===== config.mk =====
export PLATFORM = sky130hd
export DESIGN_NAME = arb_grant_lock_mux
export DESIGN_NICKNAME = d
export VERILOG_FILES = /design/src/rtl/arb_grant_lock_mux.sv
export SDC_FILE = /design/constraint.sdc
export NUM_CORES = 1
export LEC_CHECK = 0
export ABC_CLOCK_PERIOD_IN_PS = 3750
export BUFFER_PORTS_ARGS = -buffer_cell sky130_fd_sc_hd__buf_2
export CORE_AREA = 2 2 75 77
export CTS_CLUSTER_SIZE = 24
export DETAILED_ROUTE_END_ITERATION = 12
export DIE_AREA = 0 0 77 79
export PLACE_DENSITY = 0.86
export SETUP_SLACK_MARGIN = 0.02
export SYNTH_ARGS = -nofsm -noshare
export SYNTH_HDL_FRONTEND = slang
export SYNTH_SLANG_ARGS = --single-unit
export TNS_END_PERCENT = 100

===== constraint.sdc =====
create_clock -name clk -period 3.75 [get_ports clk]
set_clock_uncertainty 0.05 [all_clocks]
set_input_delay 0.1875 -clock clk [delete_from_list [all_inputs] [get_ports clk]]
set_output_delay 0.1875 -clock clk [all_outputs]
set_load 0.01 [all_outputs]

===== src/rtl/arb_grant_lock_mux.sv =====
// Grant-lock stage behind a combinational fixed-priority arbiter: captures a one-hot
// grant, holds it for a whole burst and muxes the owner's stream onto one output.
module arb_grant_lock_mux #(
    parameter int NumRequests = 4,
    parameter int DataWidth   = 32,
    parameter int MaxBurst    = 16,
    localparam int IdW        = (NumRequests > 1) ? $clog2(NumRequests) : 1,
    localparam int CntW       = $clog2(MaxBurst + 1)
) (
    input  logic                             clk,
    input  logic                             rst_n,
    input  logic [NumRequests-1:0]           req_valid,
    input  logic [NumRequests*DataWidth-1:0] req_data,
    input  logic [NumRequests-1:0]           req_last,
    output logic [NumRequests-1:0]           req_ready,
    output logic [NumRequests-1:0]           arb_request,
    input  logic [NumRequests-1:0]           arb_grant,
    output logic                             out_valid,
    output logic [DataWidth-1:0]             out_data,
    output logic                             out_last,
    input  logic                             out_ready,
    output logic [IdW-1:0]                   out_id,
    output logic                             busy,
    output logic                             err_grant,
    output logic                             err_burst
);

    typedef enum logic {
        IDLE   = 1'b0,
        LOCKED = 1'b1
    } state_t;

    state_t          state_reg;
    logic [IdW-1:0]  owner_reg;
    logic [CntW-1:0] beat_cnt_reg;
    logic            err_grant_reg;
    logic            err_burst_reg;

    logic                 locked;
    logic                 grant_any;
    logic                 grant_onehot;
    logic                 grant_multi;
    logic [IdW-1:0]       grant_idx;
    logic                 owner_valid;
    logic                 owner_last;
    logic                 watchdog_last;
    logic                 beat;
    logic [DataWidth-1:0] req_data_arr [NumRequests];

    assign locked = (state_reg == LOCKED);

    // Clearing the lowest set bit leaves zero exactly when the vector is one-hot.
    assign grant_any    = |arb_grant;
    assign grant_onehot = grant_any && ((arb_grant & (arb_grant - NumRequests'(1))) == '0);
    assign grant_multi  = grant_any && !grant_onehot;

    // Index bit gi is the OR of every grant line whose position has bit gi set;
    // only meaningful when the grant is one-hot, which is the only time it is used.
    for (genvar gi = 0; gi < IdW; gi++) begin : g_grant_idx
        logic [NumRequests-1:0] sel_mask;
        always_comb begin
            sel_mask = '0;
            for (int i = 0; i < NumRequests; i++) begin
                sel_mask[i] = 1'((i >> gi) & 1);
            end
        end
        assign grant_idx[gi] = |(arb_grant & sel_mask);
    end

    for (genvar gi = 0; gi < NumRequests; gi++) begin : g_req
        assign req_data_arr[gi] = req_data[gi*DataWidth +: DataWidth];
        assign req_ready[gi]    = locked && (owner_reg == IdW'(gi)) && out_ready;
    end

    assign owner_valid   = req_valid[owner_reg];
    assign owner_last    = req_last[owner_reg];
    assign watchdog_last = (beat_cnt_reg == CntW'(MaxBurst - 1));

    // The arbiter sees nothing while a burst is in flight.
    assign arb_request = locked ? '0 : req_valid;

    assign out_valid = locked && owner_valid;
    assign out_data  = locked ? req_data_arr[owner_reg] : '0;
    assign out_last  = locked && (owner_last || watchdog_last);
    assign out_id    = locked ? owner_reg : '0;
    assign busy      = locked;
    assign err_grant = err_grant_reg;
    assign err_burst = err_burst_reg;

    assign beat = out_valid && out_ready;

    always_ff @(posedge clk or negedge rst_n) begin
        if (!rst_n) begin
            state_reg     <= IDLE;
            owner_reg     <= '0;
            beat_cnt_reg  <= '0;
            err_grant_reg <= 1'b0;
            err_burst_reg <= 1'b0;
        end else begin
            err_grant_reg <= 1'b0;
            err_burst_reg <= 1'b0;
            case (state_reg)
                IDLE: begin
                    if (grant_onehot) begin
                        owner_reg    <= grant_idx;
                        beat_cnt_reg <= '0;
                        state_reg    <= LOCKED;
                    end else if (grant_multi) begin
                        err_grant_reg <= 1'b1;
                    end
                end
                LOCKED: begin
                    if (beat) begin
                        if (out_last) begin
                            state_reg     <= IDLE;
                            beat_cnt_reg  <= '0;
                            // Release forced by the beat limit rather than the requester.
                            err_burst_reg <= !owner_last;
                        end else begin
                            beat_cnt_reg <= beat_cnt_reg + CntW'(1);
                        end
                    end
                end
                default: begin
                    state_reg <= IDLE;
                end
            endcase
        end
    end

endmodule

# Word level (Yosys, flattened, before mapping)
# Index checks and enable logic that the tools add are counted.
# word_totals
reg_bits	10
elab_cells	65
output_inout_bits	47
# classes
n_reduce_logical	23
n_addsub	2
n_mux	24
bitwise_logic	3
n_eq_ne	6
magnitude_cmp	2
# op_table
cell	count
2-to-1 mux 32 bit	3
binary-select mux 32 bit (select 2 bit)	1
2-to-1 mux 5 bit	3
logical AND 1 bit	13
2-to-1 mux 1 bit	11
case mux 5 bit (2 select lines)	1
adder 5 x 1 -> 5 bit, second input constant	1
== test 5 x 4 -> 1 bit, second input constant	1
AND 4 bit	1
binary-select mux 1 bit (select 2 bit)	2
== test 2 bit, second input constant	2
zero test 4 bit	1
2-to-1 mux 4 bit	1
AND reduction 2 bit	2
OR reduction 2 bit	2
OR reduction 4 bit	1
subtractor 4 x 1 -> 4 bit, second input constant	1
>= comparator 3 bit, second input constant	1
less-than comparator 2 x 3 -> 1 bit, second input constant	1
inverter 2 -> 3 bit	1
== test 2 x 1 -> 1 bit, second input constant	1
zero test 1 bit	2
zero test 2 bit	1
2-to-1 mux 2 bit	1
5 further kinds	5

# Longest topological paths before layout
# Gate-level depths: netlist of the first run.
# logic_depth
depth_word	9
depth_mapped	7
depth_no_buf	7

# Worst setup path before layout of the first run
# Ideal clock, no wire load.
# synth_path
path_type	flip-flop to output port
startpoint	reg owner_reg[0]
endpoint	out out_data[10]
arrival_time_ns	1.597
required_ns	3.513
setup_slack_ns	1.915
path_stages_with_launch	5
cell_sequence	dfrtp_1 buf_2 buf_4 mux4_2 and2_1
# synth_between
elab_chain_len	5
# synth_rtl
item	line_no	text
start: declaration	34	logic [IdW-1:0] owner_reg;
start signal: assignment	105	owner_reg <= grant_idx;
inverter 2 -> 3 bit (implied by the code)	83	assign out_data = locked ? req_data_arr[owner_reg] : '0;
binary-select mux 32 bit (select 2 bit)	83	
2-to-1 mux 32 bit (implied by the code) (2 in series)	83	
2-to-1 mux 32 bit	83	
end: declaration	19	output logic [DataWidth-1:0] out_data,
# Every way passes these cells. The select of a mux whose other input is x is not followed.

# Final worst setup path of the first run
# layout_path
startpoint	reg owner_reg[0]
endpoint	out out_data[22]
# The elaborated chain is that of the path after synthesis.

==> results.cfg, run 1 <==
[die]
initial_core_util = 0.311
floorplan.core_area_um2 = 5340
die-width_um = 77
die_y_um = 79
dieArea_um2 = 6080
io_pins = 190
std_cell_rows = 27

[final_layout]
fin_nets = 477
layout-drive-gt1-share = 0.704
area.growth.synth_to_final_pct = 63.2
largest_register_ff_count = 5
diodes = 0
layoutNonFillerInstCount = 403

[timing]
transition_time_of_the_tightest_slew_check_pin_ns = 0.897
rsz_0062_raised_after_global_routing = false
hold_viol = 0
max-slew-margin-rel = 0.402
fmaxAchievable_mhz = 399
clock_period_minus_worst_slack_ns = 2.51
maxSlewViolCount = 0
final_layout_setup_total_negative_slack_ns = 0
report.final.setup_viol = 0
timing.final.crit_share = 0.668

[clock_tree]
h-tree-depth = 1
cts_tree = done
clock-sinks = 10
clock_tree.buffer_depth = 2
cts_root_buf = sky130_fd_sc_hd__clkbuf_8
worstSkewPairLatency_ns = 0.23
cts_resized = 0
cts_hold_repair.buffers = 1
worst_setup_hold_path_clk_slew_ns = 0.05
cts-buffers-inserted = 3
postCtsSetupBuffers = 0

[power_and_ir_drop]
power.density_nw_per_um2 = 580
vdd_ir_drop_max_mv = 0.388
leakage_uw = 0.00140

[yosys]
ys_seq_elements = 10
synth.lib_cells_used.distinct = 32
top_cells_by_area_synth = sky130_fd_sc_hd__mux4_2 (46%), sky130_fd_sc_hd__dfrtp_1 (15%), sky130_fd_sc_hd__and2_1 (13%)
synth_warnings = 0
yosys.area.top_type = sky130_fd_sc_hd__mux4_2
synth_top_cell_area_share = 0.462
ys_seq_area_frac = 0.151
synth.avg_cell_area_um2 = 11.1
count_of_mapped_cells_out_of_synthesis = 150
mappedNetlistNets = 295
mappedNetlistArea_um2 = 1660

[routing]
ant_nets = 0
num_vias = 2043
drtPass1Iterations = 4
drc = 0
via_per_inst = 5.07
first_drt_iteration_drcs = 82
wire_per_inst_um = 16.1
postRouteWirelength_mm = 6.48

[setup_path]
setup.worst_path.class = reg -> out
timing.critical_path.required_ns = 3.51
crit_chain = buf_4 -> mux4_2 -> and2_1 -> buf_2
endpoint_kind = primary output
cp_max_fo = 22
crit_path_start_kind = flip-flop
crit_arrival_ns = 2.27
slowest_stage = sky130_fd_sc_hd__dfrtp_2
buf_inv_stages_crit_path = 2
crit_path_leading_delay_family = flip-flops
timing.critical_path.slowest_cell_delay_ns = 0.71
r2r_setup_slack_ns = 1.51

[global_routing]
grt_first_pass_wirelength_mm = 10.1
grt_pass1_vias = 2206
maximum_number_of_pins_on_one_net_before_global_route_repair = 33
antenna_found_initial = 0
grt_util_all_layers = 0.208
grt_remaining_overflow = 0

[status]
outcome = completed

[placed_design]
buffer_ports.inserted = 189
dp.cells = 398
detailed_place_hpwl_mm = 5.47
globalplace.congestion = 0.861

[worst_hold_path]
timing.hold.worst.class = in -> reg

[flow_run]
timing.max_cap.violations = 0
[synthesized netlist by cell type, drive strengths merged]
cell,count
a2111oi,1
a211oi,1
a41o,1
and2,35
and3,3
buf,8
clkbuf,8
dfrtp,10
ha,2
inv,3
maj3,1
mux2i,1
mux4,34
nand2,4
nand2b,2
nand3,3
nor2,8
nor2b,5
nor3,5
nor4b,2
o21ai,6
o2bb2ai,2
o32ai,1
or2,1
or3b,1
xnor2,1
xor2,1
[final timing paths]
check	depth (start not counted)	from	to
min	2	arb_grant[0]	owner_reg[1]
min in group asynchronous	2	rst_n	busy
max	4	owner_reg[0]	out_data[22]
max reg2reg	5	owner_reg[1]	beat_cnt_reg[4]
min reg2reg	1	beat_cnt_reg[0]	beat_cnt_reg[0]
max in group asynchronous	2	rst_n	owner_reg[0]
[per-stage QoR]
| step | utilization | instance area (µm²) | setup WS (ns) | power, µW | hold slack, ns |
|---|---|---|---|---|---|
| 3_3_place_gp | 0.495 | 2640 | 1.46 | 1420 | 0.00724 |
| 4_1_cts | 0.507 | 2710 | 1.17 | 1600 | 0.185 |
| 3_5_place_dp | 0.495 | 2640 | 1.42 | 1450 | 0.0118 |
| 6_report | 0.507 | 2710 | 1.24 | 1570 | 0.188 |
| 5_1_grt | 0.507 | 2710 | 1.05 | 1700 | 0.195 |
| 2_1_floorplan | - | 1660 | 1.92 | 1060 | -0.158 |
[layout by cell type (no fill, tap or decap), types with 2 or more instances in the layout]
master                      netlist  final
sky130_fd_sc_hd__buf_2            4    189
sky130_fd_sc_hd__and2_1          35     35
sky130_fd_sc_hd__mux4_2          34     34
sky130_fd_sc_hd__dfrtp_1         10      9
sky130_fd_sc_hd__nor2_1           7      7
sky130_fd_sc_hd__nor2b_1          5      5
sky130_fd_sc_hd__nor3_1           5      5
sky130_fd_sc_hd__nand2_1          4      4
sky130_fd_sc_hd__o21ai_0          4      4
sky130_fd_sc_hd__clkbuf_8         0      4
sky130_fd_sc_hd__and3_1           3      3
sky130_fd_sc_hd__nand3_1          3      3
sky130_fd_sc_hd__inv_1            3      3
sky130_fd_sc_hd__buf_4            3      3
sky130_fd_sc_hd__nor4b_1          2      2
sky130_fd_sc_hd__nand2b_1         2      2
sky130_fd_sc_hd__o2bb2ai_1        2      2
sky130_fd_sc_hd__ha_1             2      2
[layout make-up]
type | count | area [µm²]
clock buffers | 4 | 55.1
flip-flops and latches | 10 | 251
inverters | 3 | 11.3
repair buffers | 193 | 978
multi-input cells | 121 | 1320
well taps | 72 | 90.1
fillers | 507 | 2630
[report_power, final]
part	switching, µW	total [µW]	internal [µW]
sequential	116	249	133
combinational	521	1190	668
clock	40.9	133	92.2
[cell families after synthesis]
kind of cell / count (synthesis) / synth area share
and+or+nand+nor: 69 / 0.245
buffers and inverters: 19 / 0.0528
AOI/OAI and AO/OA: 12 / 0.0520
DFF: 10 / 0.151
adders and majority gates: 3 / 0.0211
muxes: 35 / 0.468
xor gates and xnor gates: 2 / 0.0106
[per-layer routing]
layer | up-vias | part of all wire | global-route usage
li1 | 938 | - | -
met2 | 101 | 0.55 | 0.406
met4 | 0 | 0.042 | 0.0875
met1 | 978 | 0.32 | 0.204
met5 | - | 0 | 0
met3 | 26 | 0.081 | 0.0625
Note: power is estimated with default switching activity, not from simulation.
==> run 2, diff against run 1 <==
--- a/config.mk
+++ b/config.mk
@@ -5,13 +5,13 @@
 export SDC_FILE = /design/constraint.sdc
 export NUM_CORES = 1
 export LEC_CHECK = 0
-export ABC_CLOCK_PERIOD_IN_PS = 3750
+export ABC_CLOCK_PERIOD_IN_PS = 2130
 export BUFFER_PORTS_ARGS = -buffer_cell sky130_fd_sc_hd__buf_2
-export CORE_AREA = 2 2 75 77
+export CORE_MARGIN = 2
+export CORE_UTILIZATION = 31
 export CTS_CLUSTER_SIZE = 24
 export DETAILED_ROUTE_END_ITERATION = 12
-export DIE_AREA = 0 0 77 79
-export PLACE_DENSITY = 0.86
+export PLACE_DENSITY = 0.88
 export SETUP_SLACK_MARGIN = 0.02
 export SYNTH_ARGS = -nofsm -noshare
 export SYNTH_HDL_FRONTEND = slang
==> constraint.sdc (replaced) <==
create_clock -name clk -period 2.13 [get_ports clk]
set_clock_uncertainty 0.05 [all_clocks]
set_input_delay 0.1065 -clock clk [delete_from_list [all_inputs] [get_ports clk]]
set_output_delay 0.1065 -clock clk [all_outputs]
set_load 0.01 [all_outputs]
==> run 2 against run 1 <==
  * Power increased by 80%
  * Sequential cell count unchanged
  * Global-route usage down 0.63 points
  * Setup slack worse by 1.1 ns
  * Final cell count did not move
  * Highest routed layer unchanged
  * Critical path depth unchanged
  * Largest power group unchanged
==> results.cfg, run 2 (synthesis results as in run 1) <==
[status]
outcome = completed

[final_layout]
diodes = 0
layout-drive-gt1-share = 0.706
largest_register_ff_count = 5
final_common_cell = sky130_fd_sc_hd__buf_2
layout.cells.most_common_list = sky130_fd_sc_hd__buf_2 (189), sky130_fd_sc_hd__and2_1 (35), sky130_fd_sc_hd__mux4_2 (34)
fin_nets = 479
area.growth.synth_to_final_pct = 64.7

[clock_tree]
cts-buffers-inserted = 3
worst_setup_hold_path_clk_slew_ns = 0.05
worstSkewPairLatency_ns = 0.24
cts_tree = done
clock-sinks = 10
clock_tree.buffer_depth = 2
h-tree-depth = 1
cts_root_buf = sky130_fd_sc_hd__clkbuf_8

[timing]
clock_period_minus_worst_slack_ns = 1.98
hold_viol = 0
rsz_0062_raised_after_global_routing = false
fmaxAchievable_mhz = 506
transition_time_of_the_tightest_slew_check_pin_ns = 0.381
timing.final.crit_share = 0.928
final_layout_setup_total_negative_slack_ns = 0
max-slew-margin-rel = 0.744
maxSlewViolCount = 0
fin_hold_ws_ns = 0.0797
report.final.setup_viol = 0

[routing]
drtPass1Iterations = 4
num_vias = 2006
wire_per_inst_um = 15.5
ant_nets = 0
first_drt_iteration_drcs = 51
via_per_inst = 4.98
drc = 0
postRouteWirelength_mm = 6.26

[power_and_ir_drop]
power.density_nw_per_um2 = 1030
vdd_ir_drop_max_mv = 0.591
leakage_uw = 0.00142

[setup_path]
r2r_setup_slack_ns = 0.29
endpoint_kind = primary output
timing.critical_path.required_ns = 1.97
crit_path_start_kind = flip-flop
cp_max_fo = 36
crit_arrival_ns = 1.82
setup.worst_path.class = reg -> out

[die]
die_y_um = 77.2
initial_core_util = 0.323
floorplan.core_area_um2 = 5140
std_cell_rows = 26
io_pins = 190
dieArea_um2 = 5950
die-width_um = 77.2

[placed_design]
globalplace.congestion = 0.853
buffer_ports.inserted = 189
detailed_place_hpwl_mm = 5.28

[global_routing]
antenna_found_initial = 0
grt_first_pass_wirelength_mm = 9.67
grt_pass1_vias = 2135
maximum_number_of_pins_on_one_net_before_global_route_repair = 37
grt_remaining_overflow = 0
grt_util_all_layers = 0.202

[worst_hold_path]
timing.hold.worst.class = in -> reg

[flow_run]
timing.max_cap.violations = 0
==> run 2: per-stage QoR <==
stage	utilization	cells	worst slack, ns	total power (µW)	area [µm²]
floorplan	-	150	0.376	1860	1660
global placement	0.519	398	0.362	2560	2670
detailed placement	0.519	398	0.306	2600	2670
CTS	0.532	403	0.124	2860	2730
global route	0.532	403	0.0575	3050	2730
finish	0.532	403	0.154	2820	2730
==> run 2: area by class of cell <==
cell class,instances,area (µm²)
clock buffers,4,55.1
fillers,492,2410
inverters,3,11.3
multi-input cells,121,1320
flip-flops and latches,10,251
well taps,70,87.6
repair buffers,195,1010
==> run 2: worst max-delay path, stage by stage (launching register included) <==
cell	delay, ns
sky130_fd_sc_hd__dfrtp_2	0.42
sky130_fd_sc_hd__buf_12	0.27
sky130_fd_sc_hd__mux4_2	0.54
sky130_fd_sc_hd__and2_1	0.17
sky130_fd_sc_hd__buf_2	0.14
==> run 2: final timing paths <==
kind,startpoint,end,cells after the start
setup reg to reg,beat_cnt_reg[0],beat_cnt_reg[4],7
max in group asynchronous,rst_n,owner_reg[0],2
hold reg to reg,beat_cnt_reg[0],beat_cnt_reg[0],1
min in group asynchronous,rst_n,beat_cnt_reg[4],2
setup / recovery,owner_reg[0],out_data[16],4
hold / removal,arb_grant[0],owner_reg[1],2
==> run 2: what timing repair did <==
action / 4_1_cts / 5_1_grt
gates resized for setup: 0 / 0
endpoints found under the hold margin: 10 / 0
hold buffers: 1 / 0
setup buffers: 0 / 0
==> run 2: power breakdown <==
| group | switching (µW) | internal (µW) | total [µW] | leakage [µW] |
|---|---|---|---|---|
| combinational | 1060 | 1220 | 2270 | 0.00126 |
| sequential | 65.1 | 237 | 303 | 0.000128 |
| clock | 80.9 | 163 | 244 | 0.0000288 |
==> run 2: routing by layer <==
metal / up-vias / part of all wire / GRT usage
li1: 946 / - / -
met1: 940 / 0.36 / 0.219
met2: 101 / 0.53 / 0.366
met3: 19 / 0.074 / 0.0506
met4: 0 / 0.035 / 0.0946
met5: - / 0 / 0
==> run 3, diff against run 2 <==
--- a/config.mk
+++ b/config.mk
@@ -5,13 +5,14 @@
 export SDC_FILE = /design/constraint.sdc
 export NUM_CORES = 1
 export LEC_CHECK = 0
-export ABC_CLOCK_PERIOD_IN_PS = 2130
+export ABC_CLOCK_PERIOD_IN_PS = 2500
 export BUFFER_PORTS_ARGS = -buffer_cell sky130_fd_sc_hd__buf_2
-export CORE_MARGIN = 2
-export CORE_UTILIZATION = 31
+export CORE_AREA = 2 2 75 77
 export CTS_CLUSTER_SIZE = 24
 export DETAILED_ROUTE_END_ITERATION = 12
-export PLACE_DENSITY = 0.88
+export DIE_AREA = 0 0 77 79
+export GPL_TIMING_DRIVEN = 0
+export PLACE_DENSITY = 0.86
 export SETUP_SLACK_MARGIN = 0.02
 export SYNTH_ARGS = -nofsm -noshare
 export SYNTH_HDL_FRONTEND = slang
==> constraint.sdc (replaced) <==
create_clock -name clk -period 2.5 [get_ports clk]
set_clock_uncertainty 0.05 [all_clocks]
set_input_delay 0.125 -clock clk [delete_from_list [all_inputs] [get_ports clk]]
set_output_delay 0.125 -clock clk [all_outputs]
set_load 0.01 [all_outputs]
==> run 3 against run 2 <==
  * Sequential cell count stayed put
  * Utilization shrank 1.7 points
  * Worst hold slack better by 0.053 ns
  * First-iteration DRC count rose by 14%
  * Clock power down 18%
  * Via count is 1.3% higher
==> results.cfg, run 3 (synthesis results as in run 1) <==
[clock_tree]
clock_tree.buffer_depth = 2
cts_tree = done
cts_root_buf = sky130_fd_sc_hd__clkbuf_8
clock-sinks = 10
worstSkewPairLatency_ns = 0.24
cts_resized = 0
cts-buffers-inserted = 3
h-tree-depth = 1
worst_setup_hold_path_clk_slew_ns = 0.05

[die]
initial_core_util = 0.311
io_pins = 190
dieArea_um2 = 6080
std_cell_rows = 27
die_y_um = 79
die-width_um = 77
floorplan.core_area_um2 = 5340

[routing]
wire_per_inst_um = 16.0
first_drt_iteration_drcs = 58
drtPass1Iterations = 4
ant_nets = 0
drc = 0
num_vias = 2033
postRouteWirelength_mm = 6.61
via_per_inst = 4.92

[placed_design]
detailed_place_hpwl_mm = 5.80
buffer_ports.inserted = 186
placed_standard_cell_area_um2 = 2680
globalplace.congestion = 0.819

[power_and_ir_drop]
vdd_ir_drop_max_mv = 0.508
power.density_nw_per_um2 = 890
leakage_uw = 0.00142

[final_layout]
area.growth.synth_to_final_pct = 65.5
layout-drive-gt1-share = 0.683
final_common_cell = sky130_fd_sc_hd__buf_2
layout.cells.most_common_list = sky130_fd_sc_hd__buf_2 (190), sky130_fd_sc_hd__and2_1 (35), sky130_fd_sc_hd__mux4_2 (34)
fin_nets = 487
largest_register_ff_count = 5
diodes = 0
final_area_um2 = 2750
final.fill_count = 513

[setup_path]
crit_arrival_ns = 2.11
setup.worst_path.class = reg -> out
crit_chain = buf_2 -> buf_4 -> mux4_2 -> and2_1 -> buf_2
ff2ff_path_depth = 7
cp_max_fo = 10
timing.critical_path.mode_cell = sky130_fd_sc_hd__buf_2
endpoint_kind = primary output
slowest_stage = sky130_fd_sc_hd__mux4_2
timing.critical_path.slowest_cell_delay_ns = 0.52
timing.critical_path.required_ns = 2.33
crit_path_start_kind = flip-flop

[global_routing]
grt-busiest-layer = met2
met1_layer_usage_reported_by_global_route = 0.219
grt_first_pass_wirelength_mm = 10.1
grt_remaining_overflow = 0
maximum_number_of_pins_on_one_net_before_global_route_repair = 11
global_routing_usage_on_met3 = 0.0614
gr-usage-met2 = 0.396
grt_util_all_layers = 0.209
antenna_found_initial = 0
grt_pass1_vias = 2167

[timing]
rsz_0062_raised_after_global_routing = false
clock_period_minus_worst_slack_ns = 2.28
max-slew-margin-rel = 0.611
final_layout_setup_total_negative_slack_ns = 0
report.final.setup_viol = 0
fmaxAchievable_mhz = 438
transition_time_of_the_tightest_slew_check_pin_ns = 0.583
hold_viol = 0
fin_hold_ws_ns = 0.133
timing.final.crit_share = 0.914
maxSlewViolCount = 0

[worst_hold_path]
holdPathStages = 2
timing.hold.worst.class = in -> reg

[flow_run]
timing.max_cap.violations = 0

[status]
outcome = completed
run 3: cell count changes in the layout (fill, tap and decap cells not counted):
cell,change
sky130_fd_sc_hd__buf_2,+1
sky130_fd_sc_hd__buf_12,-1
sky130_fd_sc_hd__dfrtp_1,+1
sky130_fd_sc_hd__buf_1,+1
sky130_fd_sc_hd__clkbuf_1,+8
sky130_fd_sc_hd__buf_4,-1
sky130_fd_sc_hd__dfrtp_2,-1
run 3: stage by stage:
step	util	instances	setup slack (ns)	power, µW
final	0.514	413	0.216	2440
after global routing	0.514	413	0.0406	2640
after CTS	0.514	413	0.157	2480
after detailed placement	0.502	408	0.443	2260
after global placement	0.502	408	0.453	2220
after floorplan	-	150	0.728	1590
run 3: routing by layer:
layer	part of all wire	routed length [µm]
met4	0.022	147
met3	0.072	479
met5	0	0
met2	0.56	3690
met1	0.35	2300
run 3: what timing repair did:
action / in CTS / in global routing
setup buffers: 0 / 0
hold endpoints to repair: 10 / 0
hold buffers: 1 / 0
run 3: critical path: cells and delay by family (launching register included):
kind                   cells  cell delay [ns]
buffers and inverters      3             0.75
multiplexers               1             0.52
flip-flops                 1             0.41
AND/OR/NAND/NOR            1             0.18
run 3: final timing paths:
kind                                 startpoint               to  slack [ns]
worst max-delay path               owner_reg[0]     out_data[11]        0.22
worst min-delay path               arb_grant[0]     owner_reg[1]        0.13
worst max register to register  beat_cnt_reg[0]  beat_cnt_reg[4]        0.63
worst min register to register  beat_cnt_reg[0]  beat_cnt_reg[0]        0.46
max in group asynchronous                 rst_n  beat_cnt_reg[1]        1.99
min in group asynchronous                 rst_n        err_burst        0.22
run 3: area by class of cell:
type	count	area [µm²]	area share
Multi-Input combinational cell	121	1320	0.481
Timing Repair Buffer	187	941	0.343
Sequential cell	10	250	0.0912
Tap cell	72	90.1	0.0328
Buffer	16	76.3	0.0278
Clock buffer	4	55.1	0.0201
Inverter	3	11.3	0.00410
run 3: report_power, final:
part / leakage, µW / total, µW / internal, µW / switching (µW)
combinational: 0.00126 / 2000 / 1040 / 962
clock: 0.0000288 / 201 / 138 / 63.0
sequential: 0.000129 / 244 / 201 / 42.7
